==> config.mk <==
export PLATFORM = sky130hd
export DESIGN_NAME = systolic_ctrl
export DESIGN_NICKNAME = d
export VERILOG_FILES = /design/src/rtl/npu_ctrl_pkg.sv /design/src/rtl/sa_valid_pipe.sv /design/src/rtl/systolic_ctrl.sv
export SDC_FILE = /design/constraint.sdc
export NUM_CORES = 1
export LEC_CHECK = 0
export CORE_MARGIN = 1.5
export CORE_UTILIZATION = 40
export DETAILED_ROUTE_END_ITERATION = 6
export PLACE_DENSITY_LB_ADDON = 0.25
export SYNTH_ARGS = -nofsm -noshare
export SYNTH_HDL_FRONTEND = slang
export SYNTH_HIERARCHICAL = 1
export SYNTH_SLANG_ARGS = --single-unit
export TNS_END_PERCENT = 1
==> constraint.sdc <==
create_clock -name clk -period 2.94 [get_ports clk]
set_clock_uncertainty 0.05 [all_clocks]
set_input_delay 0.882 -clock clk [delete_from_list [all_inputs] [get_ports clk]]
set_output_delay 0.882 -clock clk [all_outputs]
set_load 0.005 [all_outputs]
==> src/rtl/npu_ctrl_pkg.sv <==
// Shared definitions for the NPU tile controller: array op encodings and sequencer states.
package npu_ctrl_pkg;

  localparam logic [2:0] OP_NOP = 3'd0;
  localparam logic [2:0] OP_CLR = 3'd1;
  localparam logic [2:0] OP_MAC = 3'd2;

  typedef enum logic [2:0] {
    S_IDLE  = 3'd0,
    S_CLEAR = 3'd1,
    S_FEED  = 3'd2,
    S_DRAIN = 3'd3,
    S_DONE  = 3'd4
  } state_t;

endpackage

==> src/rtl/sa_valid_pipe.sv <==
// 1-bit strobe delay line: dout follows din exactly DEPTH cycles later (DEPTH >= 1).
module sa_valid_pipe #(
  parameter int unsigned DEPTH = 1
) (
  input  logic clk,
  input  logic reset,
  input  logic din,
  output logic dout
);

  logic [DEPTH-1:0] sr;

  generate
    if (DEPTH == 1) begin : g_single
      always_ff @(posedge clk or posedge reset) begin
        if (reset) sr <= '0;
        else       sr <= din;
      end
    end else begin : g_multi
      always_ff @(posedge clk or posedge reset) begin
        if (reset) sr <= '0;
        else       sr <= {sr[DEPTH-2:0], din};
      end
    end
  endgenerate

  assign dout = sr[DEPTH-1];

endmodule

==> src/rtl/systolic_ctrl.sv <==
// GEMM tile sequencer for the systolic array: CLEAR, stream k vectors, drain results to obuf.
// Optional perf counters are built when SYSTOLIC_CTRL_PERF_EN is defined.
module systolic_ctrl
  import npu_ctrl_pkg::*;
#(
  parameter int unsigned ARRAY_N    = 16,
  parameter int unsigned ARRAY_M    = 16,
  parameter int unsigned ADDR_W     = 10,
  parameter int unsigned BUF_RD_LAT = 1,
  parameter int unsigned RESULT_LAT = ARRAY_N + ARRAY_M + 1
) (
  input  logic              clk,
  input  logic              reset,
  input  logic              cmd_valid,
  output logic              cmd_ready,
  input  logic [ADDR_W-1:0] cmd_k,
  input  logic [ADDR_W-1:0] cmd_ibuf_base,
  input  logic [ADDR_W-1:0] cmd_wbuf_base,
  input  logic [ADDR_W-1:0] cmd_obuf_base,
  output logic              ibuf_rd_en,
  output logic [ADDR_W-1:0] ibuf_rd_addr,
  output logic              wbuf_rd_en,
  output logic [ADDR_W-1:0] wbuf_rd_addr,
  output logic [2:0]        op_sig,
  output logic              obuf_wr_en,
  output logic [ADDR_W-1:0] obuf_wr_addr,
  output logic              busy,
  output logic              done
`ifdef SYSTOLIC_CTRL_PERF_EN
  ,
  output logic [31:0]       perf_busy_cycles,
  output logic [15:0]       perf_tiles
`endif
);

  // +1 accounts for the array output register after the result latency.
  localparam int unsigned WR_LAT = BUF_RD_LAT + RESULT_LAT + 1;

  state_t            state, state_nxt;
  logic [ADDR_W-1:0] k_q, ib_q, wb_q, ob_q;
  logic [ADDR_W-1:0] rd_cnt, wr_cnt;
  logic              rd_en, mac_v, wr_v, accept;

  assign accept = cmd_valid && (state == S_IDLE);
  assign rd_en  = (state == S_FEED);

  always_ff @(posedge clk or posedge reset) begin
    if (reset) state <= S_IDLE;
    else       state <= state_nxt;
  end

  always_comb begin
    state_nxt = state;
    unique case (state)
      S_IDLE:  if (cmd_valid) state_nxt = S_CLEAR;
      S_CLEAR: state_nxt = (k_q == '0) ? S_DONE : S_FEED;
      S_FEED:  if (rd_cnt == k_q - ADDR_W'(1)) state_nxt = S_DRAIN;
      S_DRAIN: if (wr_v && (wr_cnt == k_q - ADDR_W'(1))) state_nxt = S_DONE;
      S_DONE:  state_nxt = S_IDLE;
      default: state_nxt = S_IDLE;
    endcase
  end

  // Write count runs independently of state: for large k, writes begin while still feeding.
  always_ff @(posedge clk or posedge reset) begin
    if (reset) begin
      k_q    <= '0;
      ib_q   <= '0;
      wb_q   <= '0;
      ob_q   <= '0;
      rd_cnt <= '0;
      wr_cnt <= '0;
    end else begin
      if (accept) begin
        k_q    <= cmd_k;
        ib_q   <= cmd_ibuf_base;
        wb_q   <= cmd_wbuf_base;
        ob_q   <= cmd_obuf_base;
        rd_cnt <= '0;
        wr_cnt <= '0;
      end else begin
        if (rd_en) rd_cnt <= rd_cnt + ADDR_W'(1);
        if (wr_v)  wr_cnt <= wr_cnt + ADDR_W'(1);
      end
    end
  end

  sa_valid_pipe #(.DEPTH(BUF_RD_LAT)) u_op_pipe (
    .clk   (clk),
    .reset (reset),
    .din   (rd_en),
    .dout  (mac_v)
  );

  sa_valid_pipe #(.DEPTH(WR_LAT)) u_wr_pipe (
    .clk   (clk),
    .reset (reset),
    .din   (rd_en),
    .dout  (wr_v)
  );

  always_comb begin
    cmd_ready    = (state == S_IDLE);
    busy         = (state != S_IDLE);
    done         = (state == S_DONE);
    ibuf_rd_en   = rd_en;
    wbuf_rd_en   = rd_en;
    ibuf_rd_addr = '0;
    wbuf_rd_addr = '0;
    if (rd_en) begin
      ibuf_rd_addr = ib_q + rd_cnt;
      wbuf_rd_addr = wb_q + rd_cnt;
    end
    op_sig = OP_NOP;
    if (mac_v)                 op_sig = OP_MAC;
    else if (state == S_CLEAR) op_sig = OP_CLR;
    obuf_wr_en   = wr_v;
    obuf_wr_addr = wr_v ? (ob_q + wr_cnt) : '0;
  end

`ifdef SYSTOLIC_CTRL_PERF_EN
  always_ff @(posedge clk or posedge reset) begin
    if (reset) begin
      perf_busy_cycles <= '0;
      perf_tiles       <= '0;
    end else begin
      if (busy && (perf_busy_cycles != '1)) perf_busy_cycles <= perf_busy_cycles + 32'd1;
      if (done && (perf_tiles != '1))       perf_tiles       <= perf_tiles + 16'd1;
    end
  end
`endif

endmodule
== Yosys cells after proc, flatten, opt, wreduce, memory -nomap -nowiden ==
Index checks and enable logic that the tools add are counted.
Widths: inputs -> output; s select.

* Reduce and logical (&&, ||, !) cells: 8
* Eq/ne operators: 9
* Multiplexer cells: 14
* $add $sub $neg: 6

{| class="wikitable"
|+ Operators by type and width
! operator !! number
|-
| $mux 10 || 7
|-
| $add 10x10->10 || 3
|-
| $add 10x1->10 const B || 2
|-
| $eq 10x10->1 || 2
|-
| $mux 3 || 4
|-
| $pmux 3 s4 || 1
|-
| $logic_not 10->1 || 1
|-
| $sub 10x1->10 const B || 1
|-
| $eq 3x2->1 const B || 2
|-
| $ne 2x2->1 const B || 3
|-
| $reduce_bool 2->1 || 2
|-
| $eq 3x1->1 const B || 1
|-
| $eq 3x3->1 const B || 1
|-
| $logic_not 3->1 || 1
|-
| $reduce_and 3->1 || 1
|-
| $reduce_bool 3->1 || 1
|-
| $logic_and 1x1->1 || 2
|-
| $mux 2 || 1
|-
| $mux 1 || 1
|}

* Input port bits: 43
* Bits in registers: 99

== Depth between registers and ports, before layout ==
Gate-level depths: netlist (run 1).

* Word-level depth: 5
* Depth in mapped cells: 8
* Mapped depth without buffers: 8

== Modules after synthesis ==
The synthesis (run 1) kept the hierarchy.

{| class="wikitable"
|+ By module, submodules not included
! module !! area an instance (µm²) !! cells an instance !! instances
|-
| systolic_ctrl || 4386.7 || 455 || 1
|-
| sa_valid_pipe (u_wr_pipe) || 879.6 || 36 || 1
|-
| sa_valid_pipe (u_op_pipe) || 28.8 || 2 || 1
|}

== Worst setup path before layout (run 1) ==
Ideal clock, no wire load.

* Path type: register to output
* From: register rd_cnt[0]
* To: output port ibuf_rd_addr[8]
* Required time: 2.008 ns
* Setup slack: -0.250 ns
* Path buffers: 0
* Arrival time: 2.258 ns
* Stages on the path, launching flop included: 9
* Path through: dfrtp_1 > ha_1 > fa_1 > a21o_1 > a21oi_1 > o21bai_1 > a2111oi_0 > nor3_1 > nor3b_1

* Longest elaborated chain between the ends: 2

{| class="wikitable"
|+ RTL lines
! item !! line !! RTL
|-
| from (decl) || systolic_ctrl.sv:41 || <nowiki>logic [ADDR_W-1:0] rd_cnt, wr_cnt;</nowiki>
|-
| from (signal assigned) || systolic_ctrl.sv:82 || <nowiki>if (rd_en) rd_cnt <= rd_cnt + ADDR_W'(1);</nowiki>
|-
| $add 10x10->10 || systolic_ctrl.sv:111 || <nowiki>ibuf_rd_addr = ib_q + rd_cnt;</nowiki>
|-
| $mux 10 || systolic_ctrl.sv:110 || <nowiki>if (rd_en) begin</nowiki>
|-
| to (decl) || systolic_ctrl.sv:21 || <nowiki>output logic [ADDR_W-1:0] ibuf_rd_addr,</nowiki>
|}

No other way between the ends.

== Worst setup path in the final report (run 1) ==
* From: register rd_cnt[0]
* To: output port wbuf_rd_addr[8]

* Longest elaborated chain between the ends: 2

{| class="wikitable"
|+ RTL lines
! item !! line !! RTL
|-
| $add 10x10->10 || systolic_ctrl.sv:112 || <nowiki>wbuf_rd_addr = wb_q + rd_cnt;</nowiki>
|-
| $mux 10 || systolic_ctrl.sv:110 ||
|-
| to (decl) || systolic_ctrl.sv:23 || <nowiki>output logic [ADDR_W-1:0] wbuf_rd_addr,</nowiki>
|}

No other way between the ends.

==> flow_metrics.env, run 1 <==
export IMPL_clkTransAtPathRegs_ns=0.07
export IMPL_critPathMaxFanout=3
export IMPL_overflow=0
export IMPL_power_density_mw_per_mm2=374
export IMPL_globalplace_congestion=0.841
export IMPL_hpwl_microns=9020
export IMPL_synth_edf_count=0
export IMPL_period_needed_ns=3.45
export IMPL_layout_common_cells="dfrtp_1 (98), buf_4 (76), clkdlybuf4s50_1 (54)"
export IMPL_synth_top_flop_cell="dfrtp_1"
export IMPL_setup_slack_ns=-0.505
export IMPL_hold_viol_final=0
export IMPL_total_power_mw=2.75
export IMPL_ir_drop_v=0.000288
export IMPL_critPathLaunchType="flip-flop"
export IMPL_track_usage=0.188
export IMPL_first_pass_iters=5
export IMPL_fin_nets=721
export IMPL_slew_headroom=0.617
export IMPL_ys_types=55
export IMPL_worstPathArrival_ns=2.51
export IMPL_netlist_area_sq_mm=0.00530
export IMPL_hold_slack_ns=0.300
export IMPL_status="finished with violations"
export IMPL_hold_class="reg2reg"
export IMPL_slew_violations=0
export IMPL_synth_nets=570
export IMPL_drt_iter0_drc=206
export IMPL_cts_buffers=9
export IMPL_grt_pass1_vias=4344
export IMPL_netlist_instances=493
export IMPL_violations="setup timing"
export IMPL_wl_microns=12600
export IMPL_rr_startpoint="k_q[0]"
export IMPL_vias=4217
export IMPL_drv_cap=0
export IMPL_io_buffers=80
export IMPL_synth_seq_cells=99
export IMPL_drive_gt1_frac=0.290
export IMPL_dpl_worst_slack_ns=-0.603
export IMPL_fin_crit_sh=1.17
export IMPL_yosysSeqAreaShare=0.468
export IMPL_synth_async_sr_flop_share=1.00
export IMPL_cts_num_sinks=99
export IMPL_cp_startpoint="rd_cnt[0]"
export IMPL_end_kind="output port"
export IMPL_drc_errors=0
export IMPL_diodes=0
export IMPL_grt_max_degree=65
export IMPL_htreeDepth=3
export IMPL_clockBufferDepth=2
export IMPL_clock_root_buffer="clkbuf_16"
export IMPL_core_area_sq_mm=0.0128
export IMPL_dp_cells=790
export IMPL_chipHeight_microns=118
export IMPL_mostFrequentLayoutCell="dfrtp_1"
export IMPL_avgSynthCellArea_sq_um=10.7
export IMPL_setup_viol_count_final=22
export IMPL_hold_depth=0
export IMPL_initial_core_util=0.415
export IMPL_yosys_warnings=6
export IMPL_fin_setup_tns_ns=-6.10
export IMPL_cellLeakagePower_nw=3.36
export IMPL_grt_pass1_wl_microns=20900
export IMPL_r2r_cells=8
export IMPL_fp_dieW_microns=118
export IMPL_rsz0062_at_grt="yes"
export IMPL_fin_cells=821
export IMPL_avgRoutedWirePerCell_microns=15.3
export IMPL_via_per_inst=5.14
export IMPL_insertion_delay_ns=0.35
export IMPL_crit_type="reg2out"
export IMPL_worst_pin_slew_ns=0.569
export IMPL_antenna_found_initial=0
export IMPL_io_pins=82
export IMPL_timing_fmax_mhz=290
export IMPL_dieArea_sq_mm=0.0139
export IMPL_drtAntennaViolNets=0
export IMPL_cp_required_ns=2.01
export IMPL_rows=41
export IMPL_syn_to_final_growth_pct=38.9
export IMPL_hp_start="u_wr_pipe/sr[13]"
export IMPL_tritoncts="done"
## synth_stat cells, drive strengths merged (3+ instances only)
| cell type | n | area [sq um] |
|---|---|---|
| or3 | 5 | 31.3 |
| nand3 | 11 | 55.1 |
| inv | 20 | 75.1 |
| o41ai | 5 | 43.8 |
| and2 | 13 | 81.3 |
| and3 | 3 | 18.8 |
| o21ai | 15 | 75.1 |
| a21o | 3 | 22.5 |
| o211ai | 4 | 30.0 |
| clkbuf | 15 | 56.3 |
| nand4 | 6 | 37.5 |
| fa | 3 | 60.1 |
| nor3b | 5 | 42.5 |
| dfrtp | 99 | 2480 |
| xor2 | 25 | 219 |
| a2111oi | 8 | 78.8 |
| nand2 | 22 | 82.6 |
| ha | 31 | 388 |
| nand2b | 5 | 31.3 |
| mux2 | 38 | 428 |
| o21bai | 3 | 22.5 |
| nor3 | 12 | 60.1 |
| xnor2 | 35 | 307 |
| nor2 | 51 | 191 |
| nor4 | 4 | 31.3 |
| buf | 7 | 47.5 |
| a21oi | 20 | 100 |
## registers in the layout, summed over array words and instances (netlist names)
register / count
ob_q: 10
wb_q: 10
u_wr_pipe/sr: 35
u_op_pipe/dout: 1
wr_cnt: 10
rd_cnt: 10
state: 3
ib_q: 10
k_q: 10
## cell families after synthesis
| logic type | after synthesis | share of synthesized area |
|---|---|---|
| other cells | 1 | 0.000708 |
| simple gates | 144 | 0.136 |
| buf+inv | 43 | 0.0345 |
| fa+ha+maj | 34 | 0.0846 |
| xor+xnor | 60 | 0.0992 |
| compound gates | 73 | 0.0940 |
| flops | 99 | 0.468 |
| mux | 39 | 0.0827 |
## layout make-up
cell class                 count  area (sq um)
clock buffer                  10           229
timing repair buffer         162          1410
clock inverter                 6          93.8
multi-input combinational    351          2850
sequential                    99          2480
tap                          172           215
fill                        1055          5420
inverter                      21          78.8
## report_power, final
part	switching, mW	internal (mW)
clock network	0.540	0.757
logic	0.0357	0.0550
registers	0	1.36
## what timing repair did
item / in CTS / in global routing
endpoints found under the setup margin: 31 / 27
gates resized for setup: 73 / 17
pin swaps: 37 / 19
hold buffers: 0 / 0
buffers inserted: 14 / 1
## routing by layer
layer	GRT usage	wire (microns)
met1	0.234	5720
met2	0.325	6200
met3	0.0431	471
met4	0.0541	210
met5	0	0
## worst paths after layout
| path | end | slack [ns] |
|---|---|---|
| max | wbuf_rd_addr[8] | -0.51 |
| min | u_wr_pipe/sr[14] | 0.30 |
| max reg2reg | state[1] | 0.33 |
| min reg2reg | u_wr_pipe/sr[14] | 0.30 |
| max in group asynchronous | rd_cnt[1] | 1.38 |
| min in group asynchronous | u_op_pipe/dout | 0.69 |
## critical path, cell delays in order, from the launching register on
cell and delay, ns:
dfrtp_1 0.41, ha_2 0.21, fa_2 0.34, a21o_1 0.17, a21oi_2 0.17, o21bai_2 0.11, a2111oi_4 0.36, o21ai_1 0.12
nor3b_2 0.16, buf_2 0.13
## stage by stage
stage | utilization | area, sq um
4_1_cts | 0.569 | 7270
2_1_floorplan | - | 5340
6_report | 0.576 | 7350
3_3_place_gp | 0.531 | 6780
5_1_grt | 0.576 | 7350
3_5_place_dp | 0.531 | 6780
Note: power is estimated with default switching activity, not from simulation.
==> run 2, diff against run 1 <==
- CTS_BUF_LIST: unset -> sky130_fd_sc_hd__clkbuf_8
==> run 2 against run 1 <==
- the flow still finishes with violations (setup timing)
- sequential cell count unchanged
- hold slack better by 0.0056 ns
- fmax decreased by 4.8%
- count of clock-buffer cells in the layout down 1
- setup slack got worse by 0.17 ns
- register-to-register slack barely moved
- global-route usage shrank 0.11 points
- die area unchanged
- sequential share of layout area increased by 0.39 points
- first-iteration DRC count fell by 19%
- combinational power is essentially flat
- power shrank 11%
- largest power group unchanged
==> flow_metrics.env, run 2 (synthesis results as in run 1) <==
export IMPL_hpwl_microns=9020
export IMPL_via_per_inst=5.06
export IMPL_avgRoutedWirePerCell_microns=15.3
export IMPL_drtAntennaViolNets=0
export IMPL_io_pins=82
export IMPL_vias=4156
export IMPL_grt_pass1_wl_microns=20900
export IMPL_layout_common_cells="dfrtp_1 (98), buf_4 (77), clkdlybuf4s50_1 (54)"
export IMPL_critPathMaxFanout=5
export IMPL_htreeDepth=3
export IMPL_first_pass_iters=4
export IMPL_hold_viol_final=0
export IMPL_slew_violations=0
export IMPL_antenna_found_initial=0
export IMPL_setup_viol_count_final=23
export IMPL_total_power_mw=2.45
export IMPL_regMostFlops="u_wr_pipe/sr"
export IMPL_initial_core_util=0.415
export IMPL_crit_type="reg2out"
export IMPL_mostFrequentLayoutCell="dfrtp_1"
export IMPL_internal_power_mw=1.90
export IMPL_drt_iter0_drc=167
export IMPL_fp_dieW_microns=118
export IMPL_post_route_util=0.569
export IMPL_cts_num_sinks=99
export IMPL_drv_cap=0
export IMPL_io_buffers=80
export IMPL_drc_errors=0
export IMPL_grt_pass1_vias=4321
export IMPL_fin_crit_sh=1.23
export IMPL_diodes=0
export IMPL_status="finished with violations"
export IMPL_clockBufferDepth=2
export IMPL_violations="setup timing"
export IMPL_overflow=0
export IMPL_largest_reg_flops=35
export IMPL_track_usage=0.187
export IMPL_dieArea_sq_mm=0.0139
export IMPL_grt_max_degree=65
export IMPL_cts_buffers=9
export IMPL_syn_to_final_growth_pct=37.3
export IMPL_end_kind="output port"
export IMPL_timing_fmax_mhz=276
export IMPL_pwr_share_clk=0.407
export IMPL_p_seq_frac=0.556
export IMPL_globalplace_congestion=0.841
export IMPL_power_density_mw_per_mm2=337
export IMPL_clkTransAtPathRegs_ns=0.10
export IMPL_chipHeight_microns=118
export IMPL_period_needed_ns=3.62
export IMPL_fin_nets=721
export IMPL_switching_share=0.223
export IMPL_rows=41
export IMPL_hold_slack_ns=0.305
export IMPL_core_area_sq_mm=0.0128
export IMPL_critPathLaunchType="flip-flop"
export IMPL_clock_root_buffer="clkbuf_8"
export IMPL_rsz0062_at_grt="yes"
export IMPL_wl_microns=12600
export IMPL_power_switching_mw=0.545
export IMPL_cp_required_ns=2.01
export IMPL_drive_gt1_frac=0.288
export IMPL_worst_pin_slew_ns=0.540
export IMPL_insertion_delay_ns=0.39
export IMPL_cellLeakagePower_nw=3.35
export IMPL_worstPathArrival_ns=2.69
export IMPL_setup_slack_ns=-0.680
export IMPL_ir_drop_v=0.000215
export IMPL_power_combinational_fraction=0.037
export IMPL_slew_headroom=0.639
export IMPL_hold_class="reg2reg"
export IMPL_tritoncts="done"
[run 2: cell count changes in the layout (fill, tap and decap cells not counted), moves of 2 or more]
cell / delta
dlymetal6s2s_1: +2
clkbuf_16: -9
o21ai_1: -2
ha_1: -2
ha_4: +3
dlygate4sd2_1: -2
buf_2: -2
clkbuf_8: +9
[run 2: worst max-delay path, stage by stage (launching register included)]
cell             delay (ns)
dfrtp_2                0.47
buf_4                  0.16
fa_2                   0.35
a21o_1                 0.17
a21oi_2                0.18
o21bai_2               0.11
a2111oi_4              0.35
nor3_2                 0.08
nor3b_1                0.20
clkdlybuf4s15_2        0.23
[run 2: worst paths after layout]
path	startpoint	end	slack, ns	cells after the start
hold / removal	u_wr_pipe/sr[26]	u_wr_pipe/sr[27]	0.31	0
max in group asynchronous	reset	k_q[8]	1.44	3
setup / recovery	rd_cnt[1]	wbuf_rd_addr[8]	-0.68	9
setup reg to reg	k_q[0]	state[1]	0.33	8
hold reg to reg	u_wr_pipe/sr[26]	u_wr_pipe/sr[27]	0.31	0
min in group asynchronous	reset	u_op_pipe/dout	0.64	2
[run 2: layout make-up]
| cell class | count | area (sq um) |
|---|---|---|
| clock buffers | 9 | 124 |
| well taps | 172 | 215 |
| clock inverters | 7 | 97.6 |
| inverters | 21 | 78.8 |
| flip-flops and latches | 99 | 2480 |
| fillers | 1085 | 5500 |
| repair buffers | 162 | 1420 |
| multi-input cells | 351 | 2860 |
[run 2: power by group through the flow]
stage	combinational [mW]	clock [mW]	sequential, mW
2_1_floorplan	0.0218	0	1.39
3_3_place_gp	0.0918	0	1.39
3_5_place_dp	0.0934	0	1.39
4_1_cts	0.0937	1.03	1.36
5_1_grt	0.100	1.07	1.36
6_report	0.0906	0.997	1.36
[run 2: metal layers]
metal,vias to the layer above,share of wire,global-route usage,routed length (microns)
met5,-,0,0,0
met4,0,0.021,0.0755,264
met3,21,0.039,0.0315,489
met2,94,0.50,0.322,6230
met1,2021,0.44,0.233,5600
li1,2020,-,-,-
[run 2: timing repair]
item,in CTS,in global routing
hold buffers,0,0
pin swaps,30,23
setup buffers,10,5
resized for setup,65,21
endpoints found under the setup margin,31,29
[run 2: per-stage QoR]
| step | setup TNS, ns | setup WS (ns) | std cells | instance area [sq um] |
|---|---|---|---|---|
| after floorplan | -0.0497 | -0.0249 | 493 | 5340 |
| after global placement | -4.93 | -0.594 | 790 | 6780 |
| after detailed placement | -5.34 | -0.603 | 790 | 6780 |
| after CTS | -9.35 | -0.709 | 816 | 7160 |
| after global routing | -10.67 | -0.843 | 821 | 7270 |
| final | -7.83 | -0.680 | 821 | 7270 |
==> run 3, diff against run 2 <==
- CORE_MARGIN: 1.5 -> 10
- CORE_UTILIZATION: 40 -> 30
- HOLD_SLACK_MARGIN: unset -> 0.03
==> run 3 against run 2 <==
- the run still ends with setup timing left
- register-to-register slack worse by 0.10 ns
- clock power is 16% lower
- cell area hardly changed
- setup slack better by 0.085 ns
- via count is 1.8% lower
- sequential share of layout area is 0.081 points higher
- hold slack worse by 0.00077 ns
- combinational power is 1% lower
- power is 6.7% lower
- sequential power hardly changed
- largest power group unchanged
- routed wire length is 8.7% higher
- critical endpoint unchanged
- critical path type unchanged
==> flow_metrics.env, run 3 (synthesis results as in run 1) <==
export IMPL_crit_type="reg2out"
export IMPL_io_pins=82
export IMPL_drtAntennaViolNets=0
export IMPL_power_density_mw_per_mm2=314
export IMPL_cp_top_family="compound AO/OA/AOI/OAI gates"
export IMPL_post_route_util=0.420
export IMPL_met1_usage=0.135
export IMPL_fin_nets=710
export IMPL_drive_gt1_frac=0.295
export IMPL_wl_microns=13700
export IMPL_hold_viol_final=0
export IMPL_dpl_worst_slack_ns=-0.693
export IMPL_clkTransAtPathRegs_ns=0.10
export IMPL_path_cells="ha_4, fa_2, a21o_1, a21oi_2, o21bai_2, a2111oi_4, nor3_2, nor3b_1, buf_2"
export IMPL_largest_reg_flops=35
export IMPL_worstPathArrival_ns=2.60
export IMPL_vias=4083
export IMPL_grtUsageMet2=0.198
export IMPL_drv_cap=0
export IMPL_track_usage=0.116
export IMPL_regMostFlops="u_wr_pipe/sr"
export IMPL_drt_iter0_drc=138
export IMPL_grt_max_degree=65
export IMPL_dieArea_sq_mm=0.0234
export IMPL_end_kind="output port"
export IMPL_fin_crit_sh=1.20
export IMPL_critPathLaunchType="flip-flop"
export IMPL_grt_pass1_vias=4443
export IMPL_critPathMaxFanout=3
export IMPL_critPathMaxStageDelay_ns=0.46
export IMPL_r2r_slack_ns=0.23
export IMPL_clock_root_buffer="clkbuf_8"
export IMPL_timing_fmax_mhz=283
export IMPL_setup_slack_ns=-0.595
export IMPL_setup_viol_count_final=22
export IMPL_antenna_found_initial=0
export IMPL_insertion_delay_ns=0.38
export IMPL_total_power_mw=2.28
export IMPL_slew_violations=0
export IMPL_diodes=0
export IMPL_layout_common_cells="dfrtp_1 (95), buf_4 (68), clkdlybuf4s50_1 (53)"
export IMPL_slew_headroom=0.581
export IMPL_overflow=0
export IMPL_dp_cells=836
export IMPL_status="finished with violations"
export IMPL_initial_core_util=0.306
export IMPL_period_needed_ns=3.54
export IMPL_cellLeakagePower_nw=3.23
export IMPL_fin_cells=862
export IMPL_first_pass_iters=4
export IMPL_cp_slowest_cell="dfrtp_2"
export IMPL_globalplace_congestion=0.875
export IMPL_tritoncts="done"
export IMPL_drc_errors=0
export IMPL_cts_buffers=9
export IMPL_clockBufferDepth=2
export IMPL_via_per_inst=4.74
export IMPL_io_buffers=80
export IMPL_chipHeight_microns=153
export IMPL_htreeDepth=3
export IMPL_grt_pass1_wl_microns=22400
export IMPL_syn_to_final_growth_pct=37.2
export IMPL_fin_setup_tns_ns=-6.21
export IMPL_avgRoutedWirePerCell_microns=15.9
export IMPL_rows=48
export IMPL_grt_use_met3=0.0398
export IMPL_hold_buffers=0
export IMPL_hold_class="reg2reg"
export IMPL_worst_path_buf_inv=1
export IMPL_worst_pin_slew_ns=0.624
export IMPL_mostFrequentLayoutCell="dfrtp_1"
export IMPL_cp_required_ns=2.01
export IMPL_hpwl_microns=9860
export IMPL_core_area_sq_mm=0.0173
export IMPL_ir_drop_v=0.000190
export IMPL_busiest_layer="met2"
export IMPL_rsz0062_at_grt="yes"
export IMPL_fp_dieW_microns=153
export IMPL_violations="setup timing"
export IMPL_cts_num_sinks=99
==> run 3: changes by cell type in the layout (fill, tap and decap cells not counted), moves of 2 or more <==
cell	before	now
buf_4	77	68
ha_4	4	9
clkbuf_2	2	6
dfrtp_1	98	95
dfrtp_2	1	4
ha_1	25	22
buf_6	3	1
bufinv_16	2	0
dlymetal6s2s_1	3	1
ha_2	2	0
o21ai_1	2	4
==> run 3: layout make-up <==
type	count	area (sq um)
Clock buffer	9	124
Clock inverter	6	56.3
Fill cell	1655	10000
Inverter	21	78.8
Multi-Input combinational cell	351	2940
Sequential cell	99	2480
Tap cell	225	282
Timing Repair Buffer	151	1300
==> run 3: repair_timing <==
item / in CTS / in global routing
resized for setup: 75 / 31
setup endpoints to repair: 31 / 29
pin swaps: 30 / 22
buffers inserted: 8 / 3
endpoints found under the hold margin: 0 / 0
==> run 3: per-layer routing <==
metal	routed length, microns	vias up
met1	6050	1973
li1	-	2008
met5	0	-
met3	663	14
met2	6760	88
met4	219	0
==> run 3: path summary, 6_finish.rpt <==
path	from	endpoint	cells after the start
max in group asynchronous	reset	wr_cnt[1]	3
hold / removal	u_wr_pipe/sr[31]	u_wr_pipe/sr[32]	0
min in group asynchronous	reset	u_op_pipe/dout	2
setup / recovery	rd_cnt[0]	wbuf_rd_addr[8]	9
hold reg to reg	u_wr_pipe/sr[31]	u_wr_pipe/sr[32]	0
setup reg to reg	k_q[0]	state[1]	8
==> run 3: where the power goes <==
| group | internal, mW | leakage [nW] | switching (mW) | total, mW |
|---|---|---|---|---|
| logic | 0.0527 | 2.00 | 0.0369 | 0.0896 |
| clock network | 0.322 | 0.0901 | 0.511 | 0.834 |
| registers | 1.36 | 1.14 | 0 | 1.36 |
| total | 1.74 | 3.23 | 0.548 | 2.28 |
==> run 3: stage by stage <==
stage	instance area (sq um)	hold WS, ns
floorplan	5340	0.281
global placement	6790	0.285
detailed placement	6790	0.285
CTS	7120	0.304
global route	7260	0.306
finish	7260	0.304
